--- src/rtl/sensor_pattern_tx.sv ---
// Camera-sensor emulator that drives a parallel pixel interface (pclk, FV, LV, 8-bit data)
// with timed frames carrying selectable test patterns; all outputs change on pclk falling edges.
`timescale 1ns/1ps
module sensor_pattern_tx #(
  parameter int H_ACTIVE    = 320,
  parameter int V_ACTIVE    = 320,
  parameter int H_BLANK     = 16,
  parameter int V_BLANK_FOT = 8,
  parameter int V_GAP       = 32,
  parameter int CLK_DIV     = 2,
  parameter int FCNT_W      = 16
) (
  input  logic              sys_clk,
  input  logic              sys_rst_n,
  input  logic              enable,
  input  logic [1:0]        pattern_sel,
  output logic              clk_out,
  output logic              frame_vaild,
  output logic              line_vaild,
  output logic [7:0]        data_out,
  output logic [FCNT_W-1:0] frame_cnt,
  output logic              busy
);

  typedef enum logic [2:0] {IDLE, FOT_HEAD, LINE, ROT, FOT_TAIL, GAP} state_t;

  localparam int DW = (CLK_DIV > 1) ? $clog2(CLK_DIV) : 1;
  localparam int CW = 16;
  localparam logic [DW-1:0] DIV_LAST = DW'(CLK_DIV - 1);
  localparam logic [CW-1:0] H_LAST   = CW'(H_ACTIVE - 1);
  localparam logic [CW-1:0] V_LAST   = CW'(V_ACTIVE - 1);
  localparam logic [CW-1:0] HB_LAST  = CW'(H_BLANK - 1);
  localparam logic [CW-1:0] FOT_LAST = CW'(V_BLANK_FOT - 1);
  localparam logic [CW-1:0] GAP_LAST = CW'(V_GAP - 1);

  state_t            state_q, state_d;
  logic [DW-1:0]     div_q, div_d;
  logic              clk_q, clk_d;
  logic              tick;
  logic [CW-1:0]     cnt_q, cnt_d;
  logic [CW-1:0]     row_q, row_d;
  logic [1:0]        pat_q, pat_d;
  logic              fv_q, fv_d;
  logic              lv_q, lv_d;
  logic              busy_q, busy_d;
  logic [7:0]        data_q, data_d;
  logic [FCNT_W-1:0] fcnt_q, fcnt_d;

  function automatic logic [7:0] pixel(input logic [1:0] sel, input logic [7:0] col,
                                       input logic [7:0] row);
    case (sel)
      2'd0:    return col;
      2'd1:    return row;
      2'd2:    return col + row;
      default: return {8{col[3] ^ row[3]}};
    endcase
  endfunction

  always_comb begin
    tick    = (div_q == DIV_LAST) && clk_q;
    div_d   = (div_q == DIV_LAST) ? '0 : div_q + DW'(1);
    clk_d   = (div_q == DIV_LAST) ? ~clk_q : clk_q;
    state_d = state_q;
    cnt_d   = cnt_q;
    row_d   = row_q;
    pat_d   = pat_q;
    busy_d  = busy_q;
    fcnt_d  = fcnt_q;
    fv_d    = fv_q;
    lv_d    = lv_q;
    data_d  = data_q;
    if (tick) begin
      case (state_q)
        IDLE: if (enable) begin
          state_d = FOT_HEAD;
          pat_d   = pattern_sel;
          busy_d  = 1'b1;
        end
        FOT_HEAD: if (cnt_q == FOT_LAST) begin
          state_d = LINE;
          cnt_d   = '0;
          row_d   = '0;
        end else cnt_d = cnt_q + CW'(1);
        LINE: if (cnt_q == H_LAST) begin
          state_d = (row_q == V_LAST) ? FOT_TAIL : ROT;
          cnt_d   = '0;
        end else cnt_d = cnt_q + CW'(1);
        ROT: if (cnt_q == HB_LAST) begin
          state_d = LINE;
          cnt_d   = '0;
          row_d   = row_q + CW'(1);
        end else cnt_d = cnt_q + CW'(1);
        FOT_TAIL: if (cnt_q == FOT_LAST) begin
          state_d = GAP;
          cnt_d   = '0;
          fcnt_d  = fcnt_q + FCNT_W'(1);
        end else cnt_d = cnt_q + CW'(1);
        GAP: if (cnt_q == GAP_LAST) begin
          cnt_d = '0;
          if (enable) begin
            state_d = FOT_HEAD;
            pat_d   = pattern_sel;
          end else begin
            state_d = IDLE;
            busy_d  = 1'b0;
          end
        end else cnt_d = cnt_q + CW'(1);
        default: begin
          state_d = IDLE;
          cnt_d   = '0;
          busy_d  = 1'b0;
        end
      endcase
      // Outputs follow the state being entered so they hold for the whole pclk period.
      fv_d   = state_d inside {FOT_HEAD, LINE, ROT, FOT_TAIL};
      lv_d   = (state_d == LINE);
      data_d = (state_d == LINE) ? pixel(pat_d, cnt_d[7:0], row_d[7:0]) : 8'd0;
    end
  end

  always_ff @(posedge sys_clk or negedge sys_rst_n) begin
    if (!sys_rst_n) begin
      state_q <= IDLE;
      div_q   <= '0;
      clk_q   <= 1'b0;
      cnt_q   <= '0;
      row_q   <= '0;
      pat_q   <= '0;
      fv_q    <= 1'b0;
      lv_q    <= 1'b0;
      busy_q  <= 1'b0;
      data_q  <= '0;
      fcnt_q  <= '0;
    end else begin
      state_q <= state_d;
      div_q   <= div_d;
      clk_q   <= clk_d;
      cnt_q   <= cnt_d;
      row_q   <= row_d;
      pat_q   <= pat_d;
      fv_q    <= fv_d;
      lv_q    <= lv_d;
      busy_q  <= busy_d;
      data_q  <= data_d;
      fcnt_q  <= fcnt_d;
    end
  end

  assign clk_out     = clk_q;
  assign frame_vaild = fv_q;
  assign line_vaild  = lv_q;
  assign data_out    = data_q;
  assign frame_cnt   = fcnt_q;
  assign busy        = busy_q;

endmodule

--- config.mk ---
export PLATFORM = sky130hd
export DESIGN_NAME = sensor_pattern_tx
export DESIGN_NICKNAME = d
export VERILOG_FILES = /design/src/rtl/sensor_pattern_tx.sv
export SDC_FILE = /design/constraint.sdc
export NUM_CORES = 1
export LEC_CHECK = 0
export CORE_ASPECT_RATIO = 1.2
export CORE_MARGIN = 10
export CORE_UTILIZATION = 59
export DETAILED_ROUTE_END_ITERATION = 8
export GPL_ROUTABILITY_DRIVEN = 0
export GPL_TIMING_DRIVEN = 0
export PLACE_DENSITY = 0.89
export SLEW_MARGIN = 20
export SYNTH_ARGS = -nofsm -noshare
export SYNTH_HDL_FRONTEND = slang
export SYNTH_SLANG_ARGS = --single-unit
--- constraint.sdc ---
create_clock -name sys_clk -period 5.1 [get_ports sys_clk]
set_input_delay 1.275 -clock sys_clk [delete_from_list [all_inputs] [get_ports sys_clk]]
set_output_delay 1.275 -clock sys_clk [all_outputs]
set_load 0.005 [all_outputs]
==> metrics.txt <==
Crit Path Category=flop to flop; top-count cell post-synth=dfrtp_1; Main synth FF type=dfrtp_1; Fin Hold WS=0.479 ns; top-area cell type share of the netlist area=0.387; Placed Area=0.00472 mm2; vias=4049; Register Area=0.00165 mm2; switching pwr=0.210 mW; htree depth=3; fraction of power spent switching nets=0.213; main combinational cell family by area after synthesis=simple AND/OR/NAND/NOR gates; Die X=97.7 um; Post-CTS Setup Bufs=0; # setup viols final=0; Compound-Gate Fraction of Synth Area=0.183; largest net degree at the start of global routing=40; I/O Buffers=32; fin area=0.00492 mm2; Slew Limit Fails=0; final core utilization=0.709; Max Root-Sink Buffers=2; Worst Path Arrival=4.52 ns; Peak Freq=0.233 GHz; crit path time final=4.28 ns; max_cap viols=0; Critical Path RT=5.34 ns; XOR/XNOR Fraction of Synth Area=0.0697; first-pass GRT wire length=18.3 mm; status=completed; CP Max Fanout=10; commonest cells in the netlist=dfrtp_1, nand2_1, nor2_1; ys async rst share=1.00; Worst setup EP type=flop; Clk network pwr share=0.453; vias per cell=6.50; dominant cells by area after synthesis=dfrtp_1, nand2_1, nor2_1, xnor2_1, o21ai_0; wire per inst=17.6 um; Iteration-0 DRC Markers=348; Core Region=0.00694 mm2; mux share of post-synthesis cell area=0.0229; # rows=33; syn_area_per_cell=8.77 um2; Power Dens Cells=201 mW/mm2; Clock Root Buffer=clkbuf_8; CTS Buf Count=9; part of the power in registers=0.530; Post-Synth Adder-Cell Area=0.0340; # nets final=547; CP startpoint kind=flop; number of synthesized flops with an enable pin=0; Final Hold Viols=0; full die area=0.0111 mm2; post-synth top area cell=dfrtp_1; Fin Clk Skew=0.00736 ns; CTS tree=done; Pint=0.778 mW; # IOs=33; Initial Util=0.616; Min-Delay Path Class=flop to flop; clk sinks=66; detailed-route DRC error count=0; First-pass DRT Iterations=6; synth warn=0; fraction of layout cells with a size suffix above 1=0.0970; Synth cell types=69; number of synthesized register bits=66; sequential fraction of the synthesis area=0.387; GRT Util Overall=0.196; Comb pwr share=0.017; worst-skew pair later-pin latency=0.35 ns; Peak VDD IR=0.169 mV; overall power=0.987 mW; Mapped Area=0.00427 mm2; slew at the pin with the worst max-slew slack=0.648 ns; TNS Setup=0 ns; synthesized net count=503; Layout area overhead=15.2%; # hold bufs at CTS=0; Post-Route WL=10.9 mm; initial antenna violation count=0; Post-Synth Simple-Gate Area=0.275; Clk pin slew, worst setup/hold paths=0.07 ns; PostCTS Resize Cnt=0; GRT overflow=0; die height=113 um; footprint of the multi-input gates=0.00250 mm2; period utilization=0.840; ANT nets after route=0; RSZ-0062 raised after global routing=no; dpl hpwl=8.06 mm; Syn Inst Count=487; vias in the first global route=3806; Antenna diodes=0; Pleak=2.16 nW; Fill cells=529; Max transition margin=0.565
power by group through the flow:
stage	registers (mW)	logic, mW	clock network (mW)
after floorplan	0.533	0.00104	0
after global placement	0.533	0.0150	0
after detailed placement	0.533	0.0175	0
after CTS	0.523	0.0175	0.453
after global routing	0.523	0.0189	0.472
final	0.523	0.0165	0.448
metal layers:
metal | vias up | wire [um] | global-route usage
li1 | 1871 | - | -
met1 | 1918 | 4530 | 0.229
met2 | 213 | 5260 | 0.333
met3 | 47 | 740 | 0.0475
met4 | 0 | 409 | 0.0854
met5 | - | 0 | 0
final cells by class:
class	instances	area share
plain buffers	20	0.0181
clock buffers	11	0.0308
clock inverters	5	0.0107
inverters	8	0.00610
multi-input cells	393	0.508
flip-flops and latches	66	0.336
well taps	87	0.0221
repair buffers	33	0.0686
placed cells by master (no fill, tap or decap), types with 11 or more instances in the layout:
cell / instances
nand3_1: 24
and3_1: 14
nor2_1: 60
xor2_1: 15
o21ai_0: 29
a21oi_1: 11
clkdlybuf4s50_1: 31
xnor2_1: 19
clkbuf_1: 12
dfrtp_1: 66
clkbuf_8: 11
nand2_1: 60
sequential cells by signal, summed over array words and instances, names as in the netlist:
register     cells
busy             1
div_q            1
frame_cnt       16
clk_out          1
pat_q            2
line_vaild       1
cnt_q           16
state_q          3
frame_vaild      1
row_q           16
data_out         8
cell families after synthesis:
family	Yosys count
xor+xnor	34
buf+inv	28
fa+ha+maj	11
flops	66
simple gates	227
compound gates	112
mux	9
stage by stage:
step,instances,worst slack (ns)
floorplan,487,1.34
global placement,606,0.687
detailed placement,607,0.934
CTS,623,0.885
global route,623,0.528
finish,623,0.817
critical path, stage by stage, from the launching register on:
cell and delay [ns]:
dfrtp_1 0.48, nor4_4 0.47, and4_1 0.25, buf_4 0.16, a211o_1 0.20, a21boi_1 0.26, buf_2 0.25, o21ai_1 0.10
a21o_1 0.23, ha_1 0.34, nor2b_1 0.17, o31a_1 0.26, o41ai_1 0.34, xnor2_1 0.14, a211o_1 0.28, a32o_1 0.24
worst paths after layout:
path | startpoint | endpoint | slack, ns | depth (start not counted)
worst max-delay path | cnt_q[7] | data_out[7] | 0.82 | 15
worst min-delay path | data_out[0] | data_out[0] | 0.48 | 2
worst max register to register | cnt_q[7] | data_out[7] | 0.82 | 15
worst min register to register | data_out[0] | data_out[0] | 0.48 | 2
max in group asynchronous | sys_rst_n | row_q[4] | 3.71 | 2
min in group asynchronous | sys_rst_n | frame_cnt[7] | 0.85 | 1
Note: power is estimated with default switching activity, not from simulation.
==> patch 1, RTL diff (same settings) <==
`FCNT_W`: 16 -> 20.
--- a/src/rtl/sensor_pattern_tx.sv
+++ b/src/rtl/sensor_pattern_tx.sv
@@ -8,7 +8,7 @@
   parameter int V_BLANK_FOT = 8,
   parameter int V_GAP       = 32,
   parameter int CLK_DIV     = 2,
-  parameter int FCNT_W      = 16
+  parameter int FCNT_W      = 20
 ) (
   input  logic              sys_clk,
   input  logic              sys_rst_n,
Interface: changed (resized frame_cnt); port bits go from 33 to 37. No check against the original RTL was run, so the function may have changed too.
==> patch 1 against the unedited design <==
- worst hold slack got worse by 5.4 ps
- sequential cell count grew 4
- cell area grew 1.9%
- area after synthesis is 0.70% higher
- worst setup slack worse by 170 ps
- routed wire length down 1.2%
- total power up 9.0%
- largest power group unchanged
- highest routed layer unchanged
==> patch 1: results (changes against the unedited design) <==
\begin{tabular}{lr}
\hline
Metric & Value \\
\hline
\multicolumn{2}{l}{\textbf{Run status}} \\
\quad Run status & completed (unchanged) \\
\multicolumn{2}{l}{\textbf{Setup path}} \\
\quad Cell at the slowest stage of the critical path & or4b\_2 (was dfrtp\_1) \\
\quad Crit-path max cell delay & 640 ps (was 480 ps) \\
\quad Number of cells on the worst reg-to-reg path & 19 (was 15) \\
\quad R2R Path End & data\_out[6]\$\_DFFE\_PN0P\_ (was data\_out[7]\$\_DFFE\_PN0P\_) \\
\quad Worst Path Arrival & 4740 ps (was 4520 ps) \\
\quad Crit path launch & cnt\_q[5]\$\_DFFE\_PN0P\_ (was cnt\_q[7]\$\_DFFE\_PN0P\_) \\
\multicolumn{2}{l}{\textbf{Routing}} \\
\quad Detailed-router iteration count before antenna repair & 7 (was 6) \\
\quad Via-per-instance ratio & 6.22 (was 6.50) \\
\quad Detailed Route Iter0 Violations & 406 (was 348) \\
\quad Routed wire length per instance & 17.3 um (was 17.6 um) \\
\multicolumn{2}{l}{\textbf{Global route}} \\
\quad Maximum number of pins on one net before global-route repair & 38 (was 40) \\
\quad GRT Util Overall & 19.7\% (was 19.6\%) \\
\quad Number of global-route vias before repair & 3869 (was 3806) \\
\quad Global-route wire length before repair & 18.5 mm (was 18.3 mm) \\
\multicolumn{2}{l}{\textbf{Yosys}} \\
\quad List of most frequent post-synthesis cells & nand2\_1 (71), dfrtp\_1 (70), nor2\_1 (57) (was dfrtp\_1 (66), nand2\_1 (60), nor2\_1 (60)) \\
\quad Register area share after synthesis & 40.7\% (was 38.7\%) \\
\quad Number of distinct standard cells referenced by the synthesized netlist & 66 (was 69) \\
\quad Nets in the synthesized netlist & 499 (was 503) \\
\multicolumn{2}{l}{\textbf{STA}} \\
\quad Final Skew & 7.13 ps (was 7.36 ps) \\
\quad Worst max-slew margin expressed relative to the limit & 58.1\% (was 56.5\%) \\
\quad Final WS setup & 650 ps (was 817 ps) \\
\multicolumn{2}{l}{\textbf{Power and ir drop}} \\
\quad Worst supply voltage drop on vdd & 0.000180 V (was 0.000169 V) \\
\quad Reported leakage power & 2.31 nW (was 2.16 nW) \\
\multicolumn{2}{l}{\textbf{Placement}} \\
\quad Setup Slack @ Placement & 810 ps (was 934 ps) \\
\quad Detailed-placement wirelength estimate & 7.92 mm (was 8.06 mm) \\
\quad Count of port buffers added during placement & 36 (was 32) \\
\multicolumn{2}{l}{\textbf{Layout}} \\
\quad Fillers & 546 (was 529) \\
\quad Fraction of layout instances using a drive strength above 1 & 8.77\% (was 9.70\%) \\
\multicolumn{2}{l}{\textbf{Clock tree}} \\
\quad TritonCTS Buffers & 9 (unchanged) \\
\hline
\end{tabular}
==> patch 1: how the worst min path moves through the flow <==
stage,startpoint,endpoint,slack (ps),cells past startpoint
after detailed placement,frame_cnt[19]$_DFFE_PN0P_,frame_cnt[19]$_DFFE_PN0P_,460,1
after floorplan,div_q$_DFF_PN0_,div_q$_DFF_PN0_,450,1
final,frame_cnt[19]$_DFFE_PN0P_,frame_cnt[19]$_DFFE_PN0P_,470,1
after global placement,frame_cnt[19]$_DFFE_PN0P_,frame_cnt[19]$_DFFE_PN0P_,460,1
after CTS,frame_cnt[19]$_DFFE_PN0P_,frame_cnt[19]$_DFFE_PN0P_,470,1
after global routing,data_out[4]$_DFFE_PN0P_,data_out[4]$_DFFE_PN0P_,500,1
==> patch 1: layout make-up <==
type / instances / area, um^2 / area share (%)
sequential: 70 / 1750 / 34.9
inverter: 12 / 45.0 / 0.898
buffer: 16 / 71.3 / 1.42
clock buffer: 10 / 138 / 2.75
clock inverter: 6 / 85.1 / 1.70
tap: 90 / 113 / 2.25
timing repair buffer: 37 / 378 / 7.54
multi-input combinational: 385 / 2430 / 48.5
==> patch 1: per-stage QoR <==
| step | instance area (um^2) | util, % | hold WS, ps | cells |
|---|---|---|---|---|
| CTS | 5010 | 69.7 | 475 | 626 |
| floorplan | 4300 | - | 447 | 483 |
| finish | 5010 | 69.7 | 473 | 626 |
| global placement | 4770 | 66.4 | 459 | 609 |
| detailed placement | 4790 | 66.6 | 464 | 610 |
| global route | 5010 | 69.7 | 498 | 626 |
==> patch 1: per-layer routing <==
metal / global-route usage [%] / up-vias / share of wire [%]
met1: 22.1 / 1878 / 40
met4: 9.22 / 0 / 3.1
met2: 34.6 / 159 / 51
li1: - / 1819 / -
met3: 4.36 / 37 / 6.4
met5: 0 / - / 0
==> patch 1: logic make-up (layout without fill, tap and decap cells) <==
group                    after synthesis  count (layout)  share of synthesized area (%)
AO/OA/AOI/OAI                         93              93                           14.6
XOR/XNOR                              38              38                           7.74
adder cells (fa/ha/maj)               11              11                           3.38
multiplexers                          13              13                           3.20
AND/OR/NAND/NOR                      230             230                           27.6
buffers and inverters                 28              81                           2.71
flip-flops                            70              70                           40.7
==> patch 1: report_power, final <==
| part | switching, mW | internal (mW) | leakage (nW) |
|---|---|---|---|
| registers | 0 | 0.555 | 0.943 |
| clock network | 0.219 | 0.287 | 0.108 |
| logic | 0.0121 | 0.00432 | 1.26 |
| total | 0.231 | 0.846 | 2.31 |
==> patch 2, RTL diff (same settings) <==
Made on the original files. Take the reset off `data_q` and load it in a clocked block of its own.
--- a/src/rtl/sensor_pattern_tx.sv
+++ b/src/rtl/sensor_pattern_tx.sv
@@ -129,7 +129,6 @@
       fv_q    <= 1'b0;
       lv_q    <= 1'b0;
       busy_q  <= 1'b0;
-      data_q  <= '0;
       fcnt_q  <= '0;
     end else begin
       state_q <= state_d;
@@ -141,9 +140,12 @@
       fv_q    <= fv_d;
       lv_q    <= lv_d;
       busy_q  <= busy_d;
-      data_q  <= data_d;
       fcnt_q  <= fcnt_d;
     end
+  end
+
+  always_ff @(posedge sys_clk) begin
+    data_q <= data_d;
   end
 
   assign clk_out     = clk_q;
Behaviour: same outputs for any inputs over 10 cycles, from zero or initial values and one cycle with sys_rst_n low; that may be too few to reach the edited logic, so the function may still have changed.
==> patch 2 against the unedited design <==
- cell area rose by 2.6%
- sequential cell count did not move
- routed wire length rose by 6.0%
- fmax fell by 8.8%
- total power fell by 0.85%
- count of clock-buffer cells in the layout did not move
- worst setup slack got worse by 410 ps
- worst hold slack got worse by 15 ps
- area after synthesis rose by 2.8%
- highest routed layer unchanged
==> patch 2: results (changes against the unedited design) <==
\begin{tabular}{lr}
\hline
Metric & Value \\
\hline
\multicolumn{2}{l}{\textbf{Power and ir drop}} \\
\quad Reported leakage power & 2.08 nW (was 2.16 nW) \\
\multicolumn{2}{l}{\textbf{Routing}} \\
\quad Drt total wl & 11.6 mm (was 10.9 mm) \\
\quad Detailed-router iteration count before antenna repair & 5 (was 6) \\
\quad Detailed Route Iter0 Violations & 483 (was 348) \\
\quad Routed vias & 4191 (was 4049) \\
\multicolumn{2}{l}{\textbf{Layout}} \\
\quad Fraction of layout instances using a drive strength above 1 & 10.0\% (was 9.70\%) \\
\quad Number of nets in the layout & 571 (was 547) \\
\multicolumn{2}{l}{\textbf{STA}} \\
\quad Final Skew & 5.34 ps (was 7.36 ps) \\
\quad Worst Tran Pin Value & 985 ps (was 648 ps) \\
\multicolumn{2}{l}{\textbf{Yosys}} \\
\quad List of most frequent post-synthesis cells & nand2\_1 (80), dfrtp\_1 (58), o21ai\_0 (45) (was dfrtp\_1 (66), nand2\_1 (60), nor2\_1 (60)) \\
\quad Fraction of registers with async set/reset & 87.9\% (was 100\%) \\
\quad Main area contributors after synthesis & dfrtp\_1 (33\%), nand2\_1 (6.8\%), edfxtp\_1 (5.5\%), o21ai\_0 (5.1\%), nor2\_1 (3.6\%) (was dfrtp\_1 (39\%), nand2\_1 (5.3\%), nor2\_1 (5.3\%), xnor2\_1 (3.9\%), o21ai\_0 (3.4\%)) \\
\quad Register area share after synthesis & 38.5\% (was 38.7\%) \\
\quad Number of enable-type register cells in the synthesized netlist & 8 (was 0) \\
\quad Nets in the synthesized netlist & 525 (was 503) \\
\multicolumn{2}{l}{\textbf{Clock tree}} \\
\quad CTS root buf & clkbuf\_8 (unchanged) \\
\multicolumn{2}{l}{\textbf{Setup path}} \\
\quad Worst Path Arrival & 4850 ps (was 4520 ps) \\
\quad Dominant delay contributor by cell family on the critical path & simple AND/OR/NAND/NOR gates (was compound AO/OA/AOI/OAI gates) \\
\quad Crit-path max cell delay & 610 ps (was 480 ps) \\
\multicolumn{2}{l}{\textbf{Run status}} \\
\quad Run status & completed (unchanged) \\
\multicolumn{2}{l}{\textbf{Placement}} \\
\quad Detailed-placement wirelength estimate & 8.38 mm (was 8.06 mm) \\
\quad Placed instance area & 4820 um\^{}2 (was 4720 um\^{}2) \\
\multicolumn{2}{l}{\textbf{Global route}} \\
\quad Global-route wire length before repair & 19.3 mm (was 18.3 mm) \\
\quad GRT Util Overall & 20.4\% (was 19.6\%) \\
\quad Maximum number of pins on one net before global-route repair & 59 (was 40) \\
\hline
\end{tabular}
==> patch 2: cell types whose count changed in the layout (fill, tap and decap cells not counted), moves of 5 or more <==
cell      delta
o21ai_0     +15
buf_6        +5
xnor2_1      -5
and3_1       -5
buf_2        -5
edfxtp_1     +8
dfrtp_1      -8
nor3_1       +6
inv_1        +7
a21oi_1      +5
clkbuf_1     +6
nand2_1     +20
nor2_1      -18
==> patch 2: routing by layer <==
metal,GRT usage [%],share of wire [%],up-vias
li1,-,-,1940
met1,22.8,40,1988
met2,34.1,48,215
met3,5.50,8.0,48
met4,12.2,4.6,0
met5,0,0,-
==> patch 2: metrics by stage <==
step	utilization [%]	cells	total power, mW	setup slack, ps
6_report	69.8	650	0.979	405
5_1_grt	69.8	650	1.01	89.7
4_1_cts	69.3	647	0.982	82.5
3_5_place_dp	66.7	631	0.557	35.9
3_3_place_gp	66.7	631	0.557	117
2_1_floorplan	-	509	0.543	823
==> patch 2: worst paths after layout <==
check | startpoint | slack (ps) | cells past startpoint | to
max | cnt_q[9]$_DFFE_PN0P_ | 400 | 17 | data_out[6]$_SDFFCE_PN0P_
min | div_q$_DFF_PN0_ | 460 | 1 | div_q$_DFF_PN0_
max reg2reg | cnt_q[9]$_DFFE_PN0P_ | 400 | 17 | data_out[6]$_SDFFCE_PN0P_
min reg2reg | div_q$_DFF_PN0_ | 460 | 1 | div_q$_DFF_PN0_
max in group asynchronous | sys_rst_n | 3650 | 1 | row_q[12]$_DFFE_PN0P_
min in group asynchronous | sys_rst_n | 970 | 1 | frame_cnt[5]$_DFFE_PN0P_
==> patch 2: repair_timing <==
item,in CTS,in global routing
endpoints found under the setup margin,1,1
resized for setup,1,3
pin swaps,0,2
setup buffers,0,3
==> patch 2: cells by family (layout without fill, tap and decap cells) <==
| group | count (synthesis) | after routing | share of synthesized area [%] |
|---|---|---|---|
| muxes | 6 | 6 | 1.42 |
| DFF | 66 | 66 | 38.5 |
| buffers and inverters | 41 | 92 | 5.21 |
| adders and majority gates | 12 | 12 | 3.53 |
| xor gates and xnor gates | 26 | 26 | 5.19 |
| and+or+nand+nor | 237 | 237 | 27.8 |
| AOI/OAI and AO/OA | 121 | 121 | 18.3 |
==> patch 2: power by group <==
part           switching [mW]  leakage (nW)  internal, mW
sequential           0.000194         0.828         0.531
clock                   0.209        0.0893         0.224
combinational          0.0108          1.16       0.00409
total                   0.220          2.08         0.760
==> patch 2: area by class of cell <==
class / instances / share of cell area (%)
Multi-Input combinational cell: 402 / 49.3
Sequential cell: 66 / 33.5
Timing Repair Buffer: 35 / 6.74
Buffer: 26 / 3.42
Clock buffer: 11 / 2.60
Tap cell: 90 / 2.23
Inverter: 15 / 1.12
Clock inverter: 5 / 1.09
